$ cat src/rtl/or_edge_counter.sv
// Registers a monitored OR-stage output, counts its rising edges per WIN-clock window
// and offers each window count over a valid/ready port. Define FALL_CNT_EN to add falling-edge counting.
module or_edge_counter #(
   parameter int CNT_W = 8,
   parameter int WIN   = 16
) (
   input  logic             clk,
   input  logic             rst,
   input  logic             in_sig,
   input  logic             clr,
   output logic             level,
   output logic             rpt_valid,
   input  logic             rpt_ready,
   output logic [CNT_W-1:0] rpt_count,
   output logic             rpt_sat,
`ifdef FALL_CNT_EN
   output logic [CNT_W-1:0] rpt_fall,
`endif
   output logic             rpt_lost
);

   localparam int              WW    = $clog2(WIN);
   localparam logic [WW-1:0]    WLAST = WW'(WIN - 1);
   localparam logic [CNT_W-1:0] CMAX  = '1;

   typedef enum logic {EMPTY, FULL} state_t;

   state_t           state_q, state_d;
   logic             level_q, level_d;
   logic [WW-1:0]    win_q, win_d;
   logic [CNT_W-1:0] rise_cnt_q, rise_cnt_d;
   logic             rise_sat_q, rise_sat_d;
   logic [CNT_W-1:0] rpt_count_q, rpt_count_d;
   logic             rpt_sat_q, rpt_sat_d;
   logic             rpt_lost_q, rpt_lost_d;

   logic             rise, rise_at_max, rise_sat_tot;
   logic [CNT_W-1:0] rise_tot;
   logic             fall_sat_tot;
   logic             wend, load, loss;

   // A window end coinciding with clr is dropped entirely.
   always_comb begin
      rise         = in_sig & ~level_q;
      rise_at_max  = rise & (rise_cnt_q == CMAX);
      rise_tot     = (rise & ~rise_at_max) ? rise_cnt_q + CNT_W'(1) : rise_cnt_q;
      rise_sat_tot = rise_sat_q | rise_at_max;
      wend         = (win_q == WLAST) & ~clr;
      load         = wend & ((state_q == EMPTY) | rpt_ready);
      loss         = wend & (state_q == FULL) & ~rpt_ready;
   end

`ifdef FALL_CNT_EN
   logic             fall, fall_at_max;
   logic [CNT_W-1:0] fall_tot;
   logic [CNT_W-1:0] fall_cnt_q, fall_cnt_d;
   logic             fall_sat_q, fall_sat_d;
   logic [CNT_W-1:0] rpt_fall_q, rpt_fall_d;

   always_comb begin
      fall         = ~in_sig & level_q;
      fall_at_max  = fall & (fall_cnt_q == CMAX);
      fall_tot     = (fall & ~fall_at_max) ? fall_cnt_q + CNT_W'(1) : fall_cnt_q;
      fall_sat_tot = fall_sat_q | fall_at_max;
      fall_cnt_d   = (clr | wend) ? '0 : fall_tot;
      fall_sat_d   = (clr | wend) ? 1'b0 : fall_sat_tot;
      rpt_fall_d   = load ? fall_tot : rpt_fall_q;
   end

   always_ff @(posedge clk) begin
      if (rst) begin
         fall_cnt_q <= '0;
         fall_sat_q <= 1'b0;
         rpt_fall_q <= '0;
      end else begin
         fall_cnt_q <= fall_cnt_d;
         fall_sat_q <= fall_sat_d;
         rpt_fall_q <= rpt_fall_d;
      end
   end

   assign rpt_fall = rpt_fall_q;
`else
   assign fall_sat_tot = 1'b0;
`endif

   always_comb begin
      level_d     = in_sig;
      win_d       = (clr | (win_q == WLAST)) ? '0 : win_q + WW'(1);
      rise_cnt_d  = (clr | wend) ? '0 : rise_tot;
      rise_sat_d  = (clr | wend) ? 1'b0 : rise_sat_tot;
      rpt_count_d = load ? rise_tot : rpt_count_q;
      rpt_sat_d   = load ? (rise_sat_tot | fall_sat_tot) : rpt_sat_q;

      state_d = state_q;
      case (state_q)
         EMPTY:   if (wend) state_d = FULL;
         FULL:    if (rpt_ready & ~wend) state_d = EMPTY;
         default: state_d = EMPTY;
      endcase
      if (clr) state_d = EMPTY;

      rpt_lost_d = rpt_lost_q;
      if (clr)                                 rpt_lost_d = 1'b0;
      else if (loss)                           rpt_lost_d = 1'b1;
      else if ((state_q == FULL) & rpt_ready)  rpt_lost_d = 1'b0;
   end

   always_ff @(posedge clk) begin
      if (rst) begin
         state_q     <= EMPTY;
         level_q     <= 1'b0;
         win_q       <= '0;
         rise_cnt_q  <= '0;
         rise_sat_q  <= 1'b0;
         rpt_count_q <= '0;
         rpt_sat_q   <= 1'b0;
         rpt_lost_q  <= 1'b0;
      end else begin
         state_q     <= state_d;
         level_q     <= level_d;
         win_q       <= win_d;
         rise_cnt_q  <= rise_cnt_d;
         rise_sat_q  <= rise_sat_d;
         rpt_count_q <= rpt_count_d;
         rpt_sat_q   <= rpt_sat_d;
         rpt_lost_q  <= rpt_lost_d;
      end
   end

   assign level     = level_q;
   assign rpt_valid = (state_q == FULL);
   assign rpt_count = rpt_count_q;
   assign rpt_sat   = rpt_sat_q;
   assign rpt_lost  = rpt_lost_q;

endmodule
$ cat config.mk
export PLATFORM = sky130hd
export DESIGN_NAME = or_edge_counter
export DESIGN_NICKNAME = d
export VERILOG_FILES = /design/src/rtl/or_edge_counter.sv
export SDC_FILE = /design/constraint.sdc
export NUM_CORES = 1
export LEC_CHECK = 0
export ABC_AREA = 1
export BUFFER_PORTS_ARGS = -buffer_cell sky130_fd_sc_hd__buf_2
export CORE_MARGIN = 2
export CORE_UTILIZATION = 30
export DETAILED_ROUTE_END_ITERATION = 8
export SETUP_SLACK_MARGIN = 0.5
export SLEW_MARGIN = 20
export SYNTH_ARGS = -nofsm -noshare
export SYNTH_HDL_FRONTEND = slang
export SYNTH_SLANG_ARGS = --single-unit
$ cat constraint.sdc
create_clock -name clk -period 3.7 [get_ports clk]
set_input_delay 0.74 -clock clk [delete_from_list [all_inputs] [get_ports clk]]
set_output_delay 0.74 -clock clk [all_outputs]
set_load 0.005 [all_outputs]
Word level (Yosys, flattened, before mapping) --
Cells that the tools add are included.
Storage, ports and cells: bits in registers 25, input bits 5, logic and storage cells 41, output and inout bits 12
Operators by class: eq/ne operators 2, multiplexer cells 6, reductions and logical operators 4, $add $sub $neg 2, bitwise gates (word level) 19
Operators with widths (number):
- 1-bit AND | 9
- 8-bit by 1-bit adder with 8-bit output (second input constant) | 1
- 8-bit == test (second input constant) | 1
- 8-bit two-way mux | 1
- 1-bit NOT | 6
- 2-bit OR reduction | 3
- 4-bit by 1-bit adder with 4-bit output (second input constant) | 1
- 4-bit == test (second input constant) | 1
- 1-bit two-way mux | 4
- 1-bit OR | 4
- 1-bit one-hot mux with 2 select lines | 1
- 2-bit nonzero test | 1

Longest topological paths before layout --
Gate-level depths: netlist (run 1).
depth after elaboration 6, depth in mapped cells 9

Worst setup path after synthesis (run 1) --
Ideal clock, no wire load.
kind input port to flip-flop, start point input rpt_ready, end point register rpt_count_q[0] (netlist: rpt_count[0]), path buffers 1, arrival time 1.456 ns, slack 2.135 ns, setup time 0.109 ns, data required time 3.591 ns, stages 7, cell sequence inv_1 nand2_1 nor3b_4 buf_6 nand3_1 nand2_1 inv_1
On the way: longest elaborated chain between the ends 2
RTL lines:
- start: declaration | RTL line 13 | input logic rpt_ready,
- 1-bit OR | RTL line 49 | load = wend & ((state_q == EMPTY) | rpt_ready);
- 1-bit AND | RTL line 49
- end signal: assignment | RTL line 125 | rpt_count_q <= rpt_count_d;
- end: declaration | RTL line 33 | logic [CNT_W-1:0] rpt_count_q, rpt_count_d;
No other way between the ends. A chain may end at the register's enable or synchronous reset.

Final worst setup path (run 1) --
start point register win_q[0], end point register rpt_count_q[4] (netlist: rpt_count[4])
On the way: longest elaborated chain between the ends 3
RTL lines:
- start: declaration | RTL line 30 | logic [WW-1:0] win_q, win_d;
- start signal: assignment | RTL line 122 | win_q <= win_d;
- 4-bit == test | RTL line 48 | wend = (win_q == WLAST) & ~clr;
- 1-bit AND | RTL line 48
- 1-bit AND | RTL line 49
No other way between the ends.

==> results of run 1 <==
-- through the flow --
stage               std cells  hold WS (ns)
finish                    205         0.469
detailed placement        201         0.447
CTS                       205         0.474
global route              205         0.499
global placement          201         0.429
floorplan                 142         0.418
-- worst reg2reg max path, delay by kind of cell (launching register included) --
kind / cells / cell delay (ns)
and+or+nand+nor: 2 / 0.75
adders and majority gates: 1 / 0.22
DFF: 1 / 0.38
AOI/OAI and AO/OA: 2 / 0.33
-- sequential cells by signal, summed over array words and instances, names as in the netlist --
| register | count |
|---|---|
| rpt_valid | 1 |
| rise_sat_q | 1 |
| rise_cnt_q | 8 |
| win_q | 4 |
| rpt_lost | 1 |
| level | 1 |
| rpt_count | 8 |
| rpt_sat | 1 |
-- cell type report --
| type | instances | area, µm² |
|---|---|---|
| Tap cell | 46 | 57.6 |
| Sequential cell | 25 | 500 |
| Clock buffer | 3 | 22.5 |
| Multi-Input combinational cell | 97 | 480 |
| Inverter | 17 | 63.8 |
| Fill cell | 355 | 2180 |
| Clock inverter | 1 | 5.00 |
| Timing Repair Buffer | 16 | 80.1 |
-- power breakdown --
part	total (mW)	internal [mW]	switching (mW)
logic	0.0158	0.00492	0.0109
registers	0.273	0.271	0.00153
clock network	0.119	0.0405	0.0786
total	0.408	0.317	0.0910
-- cells by family after synthesis --
kind of cell / synth area share
and+or+nand+nor: 0.304
DFF: 0.467
AOI/OAI and AO/OA: 0.105
buffers and inverters: 0.0841
xor gates and xnor gates: 0.0164
adders and majority gates: 0.0234
-- final timing paths --
path         startpoint            to  slack [ns]
max            win_q[0]  rpt_count[4]        1.96
min            win_q[0]      win_q[0]        0.47
max reg2reg    win_q[0]  rpt_count[4]        1.96
min reg2reg    win_q[0]      win_q[0]        0.47
-- per-layer routing --
layer / global-route usage / part of all wire / up-vias
met5: 0 / 0 / -
met4: 0.0652 / 0.028 / 0
met3: 0.0211 / 0.038 / 5
met2: 0.199 / 0.48 / 18
met1: 0.120 / 0.45 / 417
li1: - / - / 486
-- cells in the final DEF, fill, tap and decap left out --
cell and instances:
a211oi_1 1, a21oi_1 11, a21oi_2 1, buf_2 16
clkbuf_4 3, clkinv_2 1, dfxtp_1 25, ha_1 2
inv_1 17, nand2_1 30, nand3_1 13, nand3_2 1
nand3b_1 1, nand4_1 2, nor2_1 23, nor2_2 1
nor3b_4 1, o21ai_0 5, o21ai_2 1, o21bai_1 1
or2_2 1, xnor2_1 1, xor2_1 1
==> summary.md, run 1 <==
| Metric | Value |
|---|---|
| Status | `finished clean` |
| Dominant cell type by area after synthesis | `dfxtp_1` |
| Num CTS Buffers | `3` |
| Post-detail-place hpwl | `1.56 mm` |
| Critical path data required time | `3.95 ns` |
| DR iter-0 viols | `45` |
| Buffers on Ports | `16` |
| Vias post-DR | `926` |
| Vias in the first global route | `873` |
| Synthesized flop and latch total | `25` |
| CTS Hold Buffers Added | `0` |
| Pwr/cell area | `337 nW/µm²` |
| Top_reg_cell synth | `dfxtp_1` |
| Core Util, Final | `0.357` |
| First-pass GRT wire length | `3.49 mm` |
| IO Pins | `17` |
| Share of cells above drive strength 1 | `0.164` |
| # Post-CTS Setup Buffers | `0` |
| Final ANT Viol Nets | `0` |
| CP max stage delay | `0.60 ns` |
| Final setup viols | `0` |
| Peak Freq | `574 MHz` |
| Top cells by area in the synthesized netlist | `dfxtp_1, nand2_1, nor2_1` |
| Synth top area share | `0.467` |
| Post-synth EDFFs | `0` |
| Slew headroom | `0.556` |
| Avg Inst Size Synth | `between 7 and 8 µm²` |
| Final Critical Period | `1.74 ns` |
| CTS tree | `done` |
| Worst-path maximum fanout | `18` |
| Pre-CTS WS | `1.75 ns` |
| Levels on crit path | `5` |
| Crit end category | `flip-flop` |
| Rows | `21` |
| CTS max path bufs | `2` |
| Routed length per placed instance | `just under 10 µm` |
| Hold path depth | `1` |
| Slowest cell on the critical path | `nor3b_4` |
| Design Area, Final | `between 1000 and 1500 µm²` |
| Antenna diodes | `0` |
| Yosys Warn Count | `0` |
| WP buf/inv | `0` |
| Setup slack after layout | `1.96 ns` |
| CTS Sinks | `25` |
| Hold Path Class | `flip-flop to flip-flop` |
| Chip height | `63.8 µm` |
| Arrival time at the worst endpoint | `slightly below 2 ns` |
| Placer Congestion | `around 0.76` |
| RSZ-0062 raised after global routing | `false` |
| Distinct cells, synth | `22` |
| First drt pass iteration count | `4` |
| Grt total ovfl | `0` |
| Nets | `167` |
| Clk_lat worst skew | `0.32 ns` |
| Final Skew | `around 0.0048 ns` |
| Vias per Instance | `4.52` |
| DRT Wirelength | `~2.0 mm` |
| Placed instance area | `1180 µm²` |
| Leakage | `0.529 nW` |
| Delay-heaviest family, CP | `simple AND/OR/NAND/NOR gates` |
| Die Width | `between 60 and 70 µm` |
| Synth cell count leaders | `nand2_1, dfxtp_1, nor2_1` |
| Asr flop ratio synth | `0` |
| Tot Pwr | `roughly 0.41 mW` |
| Crit path launch type | `flip-flop` |
| Seq/Total Area, Yosys | `0.467` |
| Syn Std Cell Area | `1070 µm²` |
| Most common cell in the netlist | `nand2_1` |
| Core footprint | `between 3000 and 4000 µm²` |
| Reg clk slew, reported paths | `0.13 ns` |
| Post-CTS Resized | `0` |
| Clock root buffer master | `clkbuf_4` |
| Mapped Cells | `142` |
| Peak VDD IR | `0.0974 mV` |
| Synth Net Count | `149` |
| CP cell instances | `ha_1, nand3_2, nor3b_4, o21ai_0, a21oi_1` |
| GRT Total Usage | `0.111` |
| DRC | `0` |
| Slew @ Worst Pin | `~0.67 ns` |
| Final Cycle Share | `0.471` |
| Fin Setup TNS | `0 ns` |
| Max Cap Viol | `0` |
| CTS HTree Levels | `1` |
| Worst reg2reg path depth | `5` |
| Slew Viols, Final | `0` |
| Total die area | `4060 µm²` |
| Largest net degree at the start of global routing | `19` |
| Final hold vios | `0` |
| Initial Utilization | `0.316` |
| Worst setup path class | `flip-flop to flip-flop` |
| Area Growth Syn to Fin | `13.0%` |
| Initial antenna violation count | `0` |
No activity file was read; power rests on OpenSTA's default activity.
==> run 2: changes to the inputs <==
Clock period 3.7 ns to 1.5 ns, I/O delays scaled along.
==> run 2 against run 1 <==
Global-route usage up 0.79 points. Power increased to 2.5 times the previous value. Clock power grew to 2.5 times the previous value. Combinational power increased to 3.3 times the previous value. Critical path depth is 2 higher. Core utilization increased by 10 points. Sequential power rose by 150%. Via count increased by 9.1%. Non-clock buffer count increased by 19. Sequential share of layout area down 7.9 points. Wire length rose by 25%. Register-to-register slack worse by 1.9 ns. Critical endpoint is now rpt_sat. Largest cell class is now multi-input combinational cells. Largest power group unchanged. Highest routed layer unchanged.
==> summary.md, run 2 (synthesis gave the netlist of run 1 again) <==
| Metric | Value |
|---|---|
| R2r endpoint | `rpt_sat` |
| Hold Path Class | `input port to flip-flop` |
| RSZ-0062 raised after global routing | `true` |
| Peak Freq | `about 700 MHz` |
| Share of cells above drive strength 1 | `0.441` |
| Commonest non-fill, non-tap cell in the layout | `nand2_1` |
| Hold path depth | `2` |
| Area Growth Syn to Fin | `45.4%` |
| Worst setup path class | `flip-flop to flip-flop` |
| Worst reg2reg path depth | `7` |
| Max Cap Viol | `0` |
| Reg clk slew, reported paths | `0.13 ns` |
| Vias post-DR | `approximately 1,000` |
| Worst-path maximum fanout | `4` |
| Buffers on Ports | `16` |
| Largest net degree at the start of global routing | `18` |
| DRT Wirelength | `between 2 and 2.5 mm` |
| Delay-heaviest family, CP | `flip-flops` |
| Arrival time at the worst endpoint | `1.66 ns` |
| Crit path launch type | `flip-flop` |
| Slew Viols, Final | `0` |
| Fin Setup TNS | `0 ns` |
| Vias in the first global route | `around 940` |
| Nets | `187` |
| Initial Utilization | `0.316` |
| Final Critical Period | `1.41 ns` |
| Total die area | `4060 µm²` |
| CTS Hold Buffers Added | `0` |
| DR iter-0 viols | `13` |
| Vias per Instance | `4.49` |
| CP cell instances | `ha_4, nand3_4, nor3b_4, buf_6, clkbuf_16, o21ai_1, a21oi_1` |
| RR Startpoint | `win_q[0]` |
| WHS Endpoint | `rpt_lost` |
| Core Util, Final | `0.460` |
| GRT Total Usage | `0.119` |
| Fillcell total | `roughly 340` |
| IO Pins | `17` |
| Final ANT Viol Nets | `0` |
| CTS max path bufs | `2` |
| CTS Sinks | `25` |
| Pwr/cell area | `658 nW/µm²` |
| Setup slack after layout | `~0.087 ns` |
| DRC | `0` |
| Leakage | `0.686 nW` |
| Clk_lat worst skew | `between 0.3 and 0.4 ns` |
| Core footprint | `about 3400 µm²` |
| Dpl cells | `between 200 and 250` |
| CTS HTree Levels | `1` |
| CP max stage delay | `approximately 0.38 ns` |
| Crit end category | `flip-flop` |
| Most frequent cells in the layout | `nand2_1, inv_1, nor2_1` |
| Peak VDD IR | `0.315 mV` |
| Slowest cell on the critical path | `dfxtp_2` |
| Slew @ Worst Pin | `approximately 0.45 ns` |
| First-pass GRT wire length | `3.86 mm` |
| CTS tree | `done` |
| Grt total ovfl | `0` |
| Non-filler instance count after layout | `225` |
| Status | `finished clean` |
| Critical path data required time | `1.75 ns` |
| Final Cycle Share | `0.942` |
| Antenna diodes | `0` |
| Levels on crit path | `7` |
| WHS | `roughly 0.17 ns` |
| First drt pass iteration count | `4` |
| Num CTS Buffers | `3` |
| Chip height | `63.8 µm` |
| Worst Hold Launch | `rpt_ready` |
| Final hold vios | `0` |
| Routed length per placed instance | `11.0 µm` |
| Pre-CTS WS | `0.143 ns` |
| Final setup viols | `0` |
| Final Skew | `0.00415 ns` |
| FF-to-FF setup slack | `~0.087 ns` |
| Clock root buffer master | `clkbuf_4` |
| Slew headroom | `0.697` |
| WP buf/inv | `2` |
| Placer Congestion | `roughly 0.76` |
| Rows | `21` |
| Initial antenna violation count | `0` |
| Post-detail-place hpwl | `1.66 mm` |
| Die Width | `63.8 µm` |
==> run 2: cell types whose count changed in the layout (fill, tap and decap cells not counted), moves of 4 or more <==
cell     change
dfxtp_2     +14
nor2_2       +4
dfxtp_1     -15
nand3_1      -5
buf_4       +14
nand3_2      +4
nor2_1       -6
==> run 2: stage by stage <==
stage          area, µm²  power, mW
3_5_place_dp        1290      0.734
5_1_grt             1560       1.07
4_1_cts             1400       1.04
3_3_place_gp        1290      0.732
6_report            1560       1.03
2_1_floorplan       1160      0.718
==> run 2: worst register-to-register path, cell delays in order, from the launching register on <==
cell       delay, ns
dfxtp_2         0.38
ha_4            0.15
nand3_4         0.10
nor3b_4         0.25
buf_6           0.15
clkbuf_16       0.13
o21ai_1         0.05
a21oi_1         0.13
==> run 2: layout make-up <==
cell class | count | area, µm² | share of cell area
flip-flops and latches | 25 | 522 | 0.335
repair buffers | 35 | 284 | 0.182
multi-input cells | 98 | 604 | 0.388
clock buffers | 4 | 26.3 | 0.0169
well taps | 46 | 57.6 | 0.0369
inverters | 17 | 63.8 | 0.0410
==> run 2: power by group <==
part / leakage (nW) / internal, mW / switching, mW
clock network: 0.0150 / 0.104 / 0.195
registers: 0.209 / 0.669 / 0.00503
logic: 0.461 / 0.0194 / 0.0331
total: 0.686 / 0.792 / 0.233
==> run 2: worst max path at each step <==
| stage | start | to | slack, ns |
|---|---|---|---|
| after floorplan | win_q[1] | rpt_count[0] | 0.18 |
| after global placement | rise_cnt_q[0] | rpt_count[1] | 0.19 |
| after detailed placement | rise_cnt_q[0] | rise_cnt_q[0] | 0.14 |
| after CTS | win_q[1] | rpt_sat | 0.17 |
| after global routing | win_q[0] | rpt_count[1] | 0.04 |
| final | win_q[0] | rpt_sat | 0.09 |
==> run 2: repair_timing <==
item / CTS / global route
buffers inserted: 8 / 7
pin swaps: 3 / 5
endpoints found under the setup margin: 34 / 34
resized for setup: 12 / 16
endpoints found under the hold margin: 0 / 0
cloned: 0 / 3
==> run 2: routing by layer <==
layer / vias to the layer above / track usage / part of all wire
li1: 530 / - / -
met1: 467 / 0.141 / 0.45
met2: 9 / 0.209 / 0.52
met3: 4 / 0.0158 / 0.021
met4: 0 / 0.0571 / 0.013
met5: - / 0 / 0
